**config.mk**
```make
export PLATFORM = sky130hd
export DESIGN_NAME = freq_meter_ctrl
export DESIGN_NICKNAME = d
export VERILOG_FILES = /design/src/rtl/freq_meter_pkg.sv /design/src/rtl/sync_edge_det.sv /design/src/rtl/freq_meter_ctrl.sv
export SDC_FILE = /design/constraint.sdc
export NUM_CORES = 1
export LEC_CHECK = 0
export CELL_PAD_IN_SITES_DETAIL_PLACEMENT = 0
export CELL_PAD_IN_SITES_GLOBAL_PLACEMENT = 1
export CORE_MARGIN = 1.5
export CORE_UTILIZATION = 29
export CTS_CLUSTER_SIZE = 25
export DETAILED_ROUTE_END_ITERATION = 10
export PLACE_DENSITY_LB_ADDON = 0.1
export SKIP_CTS_REPAIR_TIMING = 1
export SLEW_MARGIN = 20
export SYNTH_ARGS = -nofsm -noshare
export SYNTH_HDL_FRONTEND = slang
export SYNTH_HIERARCHICAL = 1
export SYNTH_SLANG_ARGS = --single-unit
```
**constraint.sdc**
```tcl
create_clock -name Clk -period 2.6 [get_ports Clk]
set_input_delay 0.52 -clock Clk [delete_from_list [all_inputs] [get_ports Clk]]
set_output_delay 0.52 -clock Clk [all_outputs]
set_load 0.01 [all_outputs]
```
**src/rtl/freq_meter_pkg.sv**
```systemverilog
// Shared definitions for the gated frequency meter: FSM state encoding and
// default sizing of the gate window and edge counter.
package freq_meter_pkg;

    typedef enum logic [1:0] {
        ST_IDLE  = 2'd0,
        ST_ARM   = 2'd1,
        ST_GATE  = 2'd2,
        ST_LATCH = 2'd3
    } state_e;

    localparam int unsigned GATE_CYCLES_DEF = 32'd100000000;
    localparam int unsigned CNT_W_DEF       = 32'd32;

endpackage

```
**src/rtl/sync_edge_det.sv**
```systemverilog
// Two-flop synchronizer plus a third register for rising-edge detection of an
// asynchronous input; the edge pulse is held off until the history register is valid.
module sync_edge_det (
    input  logic Clk,
    input  logic Rst,
    input  logic Async_In,
    output logic Level,
    output logic Rise
);

    logic       sync1_q, sync1_d;
    logic       sync2_q, sync2_d;
    logic       prev_q,  prev_d;
    logic [2:0] fill_q,  fill_d;

    // Next values of the synchronizer chain and the post-reset fill tracker
    always_comb begin
        sync1_d = Async_In;
        sync2_d = sync1_q;
        prev_d  = sync2_q;
        fill_d  = {fill_q[1:0], 1'b1};
    end

    // Synchronizer, history and fill registers
    always_ff @(posedge Clk) begin
        if (Rst) begin
            sync1_q <= 1'b0;
            sync2_q <= 1'b0;
            prev_q  <= 1'b0;
            fill_q  <= 3'b000;
        end else begin
            sync1_q <= sync1_d;
            sync2_q <= sync2_d;
            prev_q  <= prev_d;
            fill_q  <= fill_d;
        end
    end

    // A level that is already high once the chain fills is not a real edge
    assign Level = sync2_q;
    assign Rise  = sync2_q & ~prev_q & fill_q[2];

endmodule

```
**src/rtl/freq_meter_ctrl.sv**
```systemverilog
// Gated frequency meter: counts synchronized Fxin rising edges over a fixed
// window of GATE_CYCLES clocks and presents the count with a valid/ack handshake.
module freq_meter_ctrl
    import freq_meter_pkg::*;
#(
    parameter int unsigned GATE_CYCLES = GATE_CYCLES_DEF,
    parameter int unsigned CNT_W       = CNT_W_DEF
) (
    input  logic             Clk,
    input  logic             Rst,
    input  logic             Fxin,
    input  logic             Start,
    input  logic             Continuous,
    input  logic             Freq_Ack,
    output logic             Gate,
    output logic             Busy,
    output logic [CNT_W-1:0] Frequency,
    output logic             Freq_Valid,
    output logic             Overflow,
    output logic             Missed
);

    localparam int unsigned TMR_W = $clog2(GATE_CYCLES + 1);
    localparam logic [TMR_W-1:0] TMR_LAST = TMR_W'(GATE_CYCLES - 1);
    localparam logic [CNT_W-1:0] CNT_MAX  = {CNT_W{1'b1}};

    state_e             state_q, state_d;
    logic               gate_q, gate_d;
    logic               busy_q, busy_d;
    logic [TMR_W-1:0]   timer_q, timer_d;
    logic [CNT_W-1:0]   cnt_q, cnt_d;
    logic               sat_q, sat_d;
    logic [CNT_W-1:0]   freq_q, freq_d;
    logic               valid_q, valid_d;
    logic               ovf_q, ovf_d;
    logic               missed_q, missed_d;
    logic               fx_rise_s;
    logic               fx_level_unused;

    sync_edge_det u_sync_edge_det (
        .Clk      (Clk),
        .Rst      (Rst),
        .Async_In (Fxin),
        .Level    (fx_level_unused),
        .Rise     (fx_rise_s)
    );

    // State register
    always_ff @(posedge Clk) begin
        if (Rst) begin
            state_q <= ST_IDLE;
        end else begin
            state_q <= state_d;
        end
    end

    // Next-state logic; Start outside IDLE is simply not looked at
    always_comb begin
        state_d = state_q;
        case (state_q)
            ST_IDLE: begin
                if (Start || Continuous) begin
                    state_d = ST_ARM;
                end else begin
                    state_d = ST_IDLE;
                end
            end
            ST_ARM: begin
                state_d = ST_GATE;
            end
            ST_GATE: begin
                if (timer_q == TMR_LAST) begin
                    state_d = ST_LATCH;
                end else begin
                    state_d = ST_GATE;
                end
            end
            ST_LATCH: begin
                if (Continuous) begin
                    state_d = ST_ARM;
                end else begin
                    state_d = ST_IDLE;
                end
            end
            default: begin
                state_d = ST_IDLE;
            end
        endcase
    end

    // Gate/Busy decoded from the next state so they can be registered
    always_comb begin
        gate_d = (state_d == ST_GATE);
        busy_d = (state_d != ST_IDLE);
    end

    // Gate timer, saturating edge counter and result handshake
    always_comb begin
        timer_d  = timer_q;
        cnt_d    = cnt_q;
        sat_d    = sat_q;
        freq_d   = freq_q;
        valid_d  = valid_q;
        ovf_d    = ovf_q;
        missed_d = missed_q;

        case (state_q)
            ST_ARM: begin
                timer_d = {TMR_W{1'b0}};
                cnt_d   = {CNT_W{1'b0}};
                sat_d   = 1'b0;
            end
            ST_GATE: begin
                timer_d = timer_q + TMR_W'(1);
                if (fx_rise_s) begin
                    if (cnt_q == CNT_MAX) begin
                        sat_d = 1'b1;
                    end else begin
                        cnt_d = cnt_q + CNT_W'(1);
                    end
                end else begin
                    cnt_d = cnt_q;
                end
            end
            default: begin
                timer_d = timer_q;
            end
        endcase

        // A latch in the same cycle as an ack counts as consumed, not missed
        if (state_q == ST_LATCH) begin
            freq_d  = cnt_q;
            ovf_d   = sat_q;
            valid_d = 1'b1;
            if (valid_q && !Freq_Ack) begin
                missed_d = 1'b1;
            end else begin
                missed_d = missed_q;
            end
        end else if (Freq_Ack) begin
            valid_d = 1'b0;
        end else begin
            valid_d = valid_q;
        end

        if ((state_q == ST_IDLE) && Start) begin
            missed_d = 1'b0;
        end else begin
            missed_d = missed_d;
        end
    end

    // Datapath and output registers
    always_ff @(posedge Clk) begin
        if (Rst) begin
            gate_q   <= 1'b0;
            busy_q   <= 1'b0;
            timer_q  <= {TMR_W{1'b0}};
            cnt_q    <= {CNT_W{1'b0}};
            sat_q    <= 1'b0;
            freq_q   <= {CNT_W{1'b0}};
            valid_q  <= 1'b0;
            ovf_q    <= 1'b0;
            missed_q <= 1'b0;
        end else begin
            gate_q   <= gate_d;
            busy_q   <= busy_d;
            timer_q  <= timer_d;
            cnt_q    <= cnt_d;
            sat_q    <= sat_d;
            freq_q   <= freq_d;
            valid_q  <= valid_d;
            ovf_q    <= ovf_d;
            missed_q <= missed_d;
        end
    end

    assign Gate       = gate_q;
    assign Busy       = busy_q;
    assign Frequency  = freq_q;
    assign Freq_Valid = valid_q;
    assign Overflow   = ovf_q;
    assign Missed     = missed_q;

endmodule

```
==> impl_metrics.ini <==
[critical_path]
cp-start-kind = flip-flop
critPathKind = flip-flop to flip-flop
endpoint_kind = flip-flop
cp_data_arrival_time_ns = 2.55
r2r_slack_ns = 0.29
worst_path_max_delay_cell = or4_1
crit_chain = ha_1 > nand3_1 > or4_1 > or3_1 > a32oi_1 > nand2_1
worstPathMaxFanout = 7
worst_ep_required_time_ns = 2.84
slowest_delay_ns = 0.69

[detailed_routing]
drt_iter0_drc = 241
dr.pass1.iters = 4
routed_via_density = 4.94
antenna_left = 0
post_drt_wl_per_cell_um = 14.9
num_vias = 3979
drc = 0
finalWirelength_um = 12000

[yosys]
synth_warnings = 6
syn_area_per_cell_um2 = 8.71
synth_edf_count = 0
synth_ff_type = dfxtp_1
syn_area_mm2 = 0.00468
async_flop_share = 0
yosysSeqAreaShare = 0.450
syn_inst = 537
syn_nets = 549
ys_ff_latch = 105
synth_cell_types = 50

[floorplanning]
initial_core_util = 0.295
ioPinCount = 43
fp-row-count = 46
fp.dieH_um = 130
coreArea_mm2 = 0.0158
die-area_mm2 = 0.0169
die_width_um = 130

[timing]
relSlewSlack = 0.401
fin_tns_setup_ns = 0
slew_viol_final = 0
fin_worst_skew_ns = 0.00653
tightestPinTransition_ns = 0.896
final.setup.worst_slack_ns = 0.292
min_period_ns = 2.31
fmax_ghz = 0.433
setup_viol = 0
rsz0062_at_grt = no
finalHoldViolations = 0
min_period_over_period = 0.888

[pwr]
powerDensity_mw_per_mm2 = 591
power.leakage_nw = 1.89
ir_drop_mv = 0.310

[cts]
clk_pin_slew_ns = 0.07
numCtsBuffers = 9
ctsLongestPathBuffers = 2
htree_num_levels = 3
worstSkewPairLatency_ns = 0.35
cts_tree = built
cts-root-buf = clkbuf_16
cts.sinks = 105

[cells_and_area]
fin_util = 0.361
nNetsFinal = 597
layout_commonest_cell = dfxtp_1
final_cell_mix = dfxtp_1 (105), nor2_1 (75), clkdlybuf4s50_1 (41)
drive_above_1_share = 0.0780
diodes = 0
syn_to_final_growth_pct = 22.3

[place]
gp_congestion = 0.776
port_buffers = 42
dp_hpwl_um = 8680
pre_cts_ws_ns = 0.284

[global_route]
overflow = 0
grt_max_degree = 28
antenna_found_initial = 0
grt_pass1_vias = 3787
track_usage = 0.155
grt_pass1_wl_um = 20100

[worst_hold_path]
hold_class = flip-flop to flip-flop

[job]
drv_cap = 0

[outcome]
status = finished, final reports clean
## cell families (layout without fill, tap and decap cells)
| logic type | after synthesis | count (layout) | share of synthesized area |
|---|---|---|---|
| AOI/OAI and AO/OA | 82 | 82 | 0.112 |
| xor gates and xnor gates | 19 | 19 | 0.0356 |
| buffers and inverters | 43 | 96 | 0.0364 |
| and+or+nand+nor | 242 | 242 | 0.264 |
| muxes | 40 | 40 | 0.0856 |
| DFF | 105 | 105 | 0.450 |
| adders and majority gates | 6 | 6 | 0.0161 |
## synth_stat cells (all sizes together) (2+ instances only)
cell type	n	area (um^2)
a22oi	2	15.0
a31oi	11	68.8
nor2b	8	50.1
o211ai	6	45.0
xor2	8	70.1
xnor2	11	96.3
a41oi	4	35.0
and3	9	56.3
a2bb2oi	2	17.5
o31ai	3	22.5
or2	4	25.0
ha	6	75.1
nor4	11	75.1
dfxtp	105	2100
inv	15	56.3
a2111oi	3	26.3
a21oi	27	135
a21o	3	22.5
a31o	2	17.5
mux2i	40	400
o21ai	12	60.1
clkbuf	16	60.1
nand4	21	138
nand2	40	150
nor3	7	40.0
nand4b	3	26.3
nand3b	2	15.0
nand3	31	155
nand2b	3	18.8
or3	5	31.3
or4	7	52.6
and2	8	50.1
o41ai	2	17.5
and4	4	35.0
nor4b	2	17.5
nor2	75	282
buf	12	53.8
## worst max-delay path, delay by kind of cell (launching register included)
family / cells / cell delay (ns)
AND/OR/NAND/NOR: 4 / 1.34
flip-flops: 1 / 0.40
adder cells (fa/ha/maj): 1 / 0.24
AO/OA/AOI/OAI: 1 / 0.20
## metal layers
layer / part of all wire / global-route usage / vias to the layer above
met3: 0.046 / 0.0410 / 13
met5: 0 / 0 / -
met1: 0.48 / 0.205 / 1871
met4: 0.011 / 0.0451 / 0
li1: - / - / 2025
met2: 0.46 / 0.248 / 70
## area by class of cell
cell class              instances  area [um^2]
repair buffers                 65          588
multi-input cells             389         2410
inverters                      15         56.3
fillers                      1638        10100
clock inverters                 5         55.1
flip-flops and latches        105         2100
well taps                     216          270
clock buffers                  11          243
## path summary, 6_finish.rpt
kind,startpoint,endpoint,cells after the start
worst min-delay path,u_sync_edge_det/sync1_q$_SDFF_PP0_,u_sync_edge_det/Level$_SDFF_PP0_,1
worst min register to register,u_sync_edge_det/sync1_q$_SDFF_PP0_,u_sync_edge_det/Level$_SDFF_PP0_,1
worst max-delay path,cnt_q[0]$_SDFFE_PP0P_,cnt_q[22]$_SDFFE_PP0P_,6
worst max register to register,cnt_q[0]$_SDFFE_PP0P_,cnt_q[22]$_SDFFE_PP0P_,6
## state kept, by name (all words and copies together), names as in the netlist, 2 cells and up
signal,cells
cnt_q,32
Frequency,32
u_sync_edge_det/fill_q,3
state_q,2
timer_q,27
## through the flow
stage / hold WS [ns] / area, um^2 / instances / total power, mW
after floorplan: 0.414 / 4680 / 537 / 1.90
after global placement: 0.420 / 5420 / 790 / 2.05
after detailed placement: 0.424 / 5420 / 790 / 2.05
after CTS: 0.434 / 5720 / 806 / 3.46
after global routing: 0.454 / 5720 / 806 / 3.55
final: 0.431 / 5720 / 806 / 3.38
## where the power goes
group	leakage (nW)	internal, mW	switching [mW]	total, mW
clock	0.142	0.770	0.611	1.38
combinational	0.898	0.133	0.227	0.360
sequential	0.848	1.63	0.0130	1.64
total	1.89	2.53	0.850	3.38
Note: power is estimated with default switching activity, not from simulation.
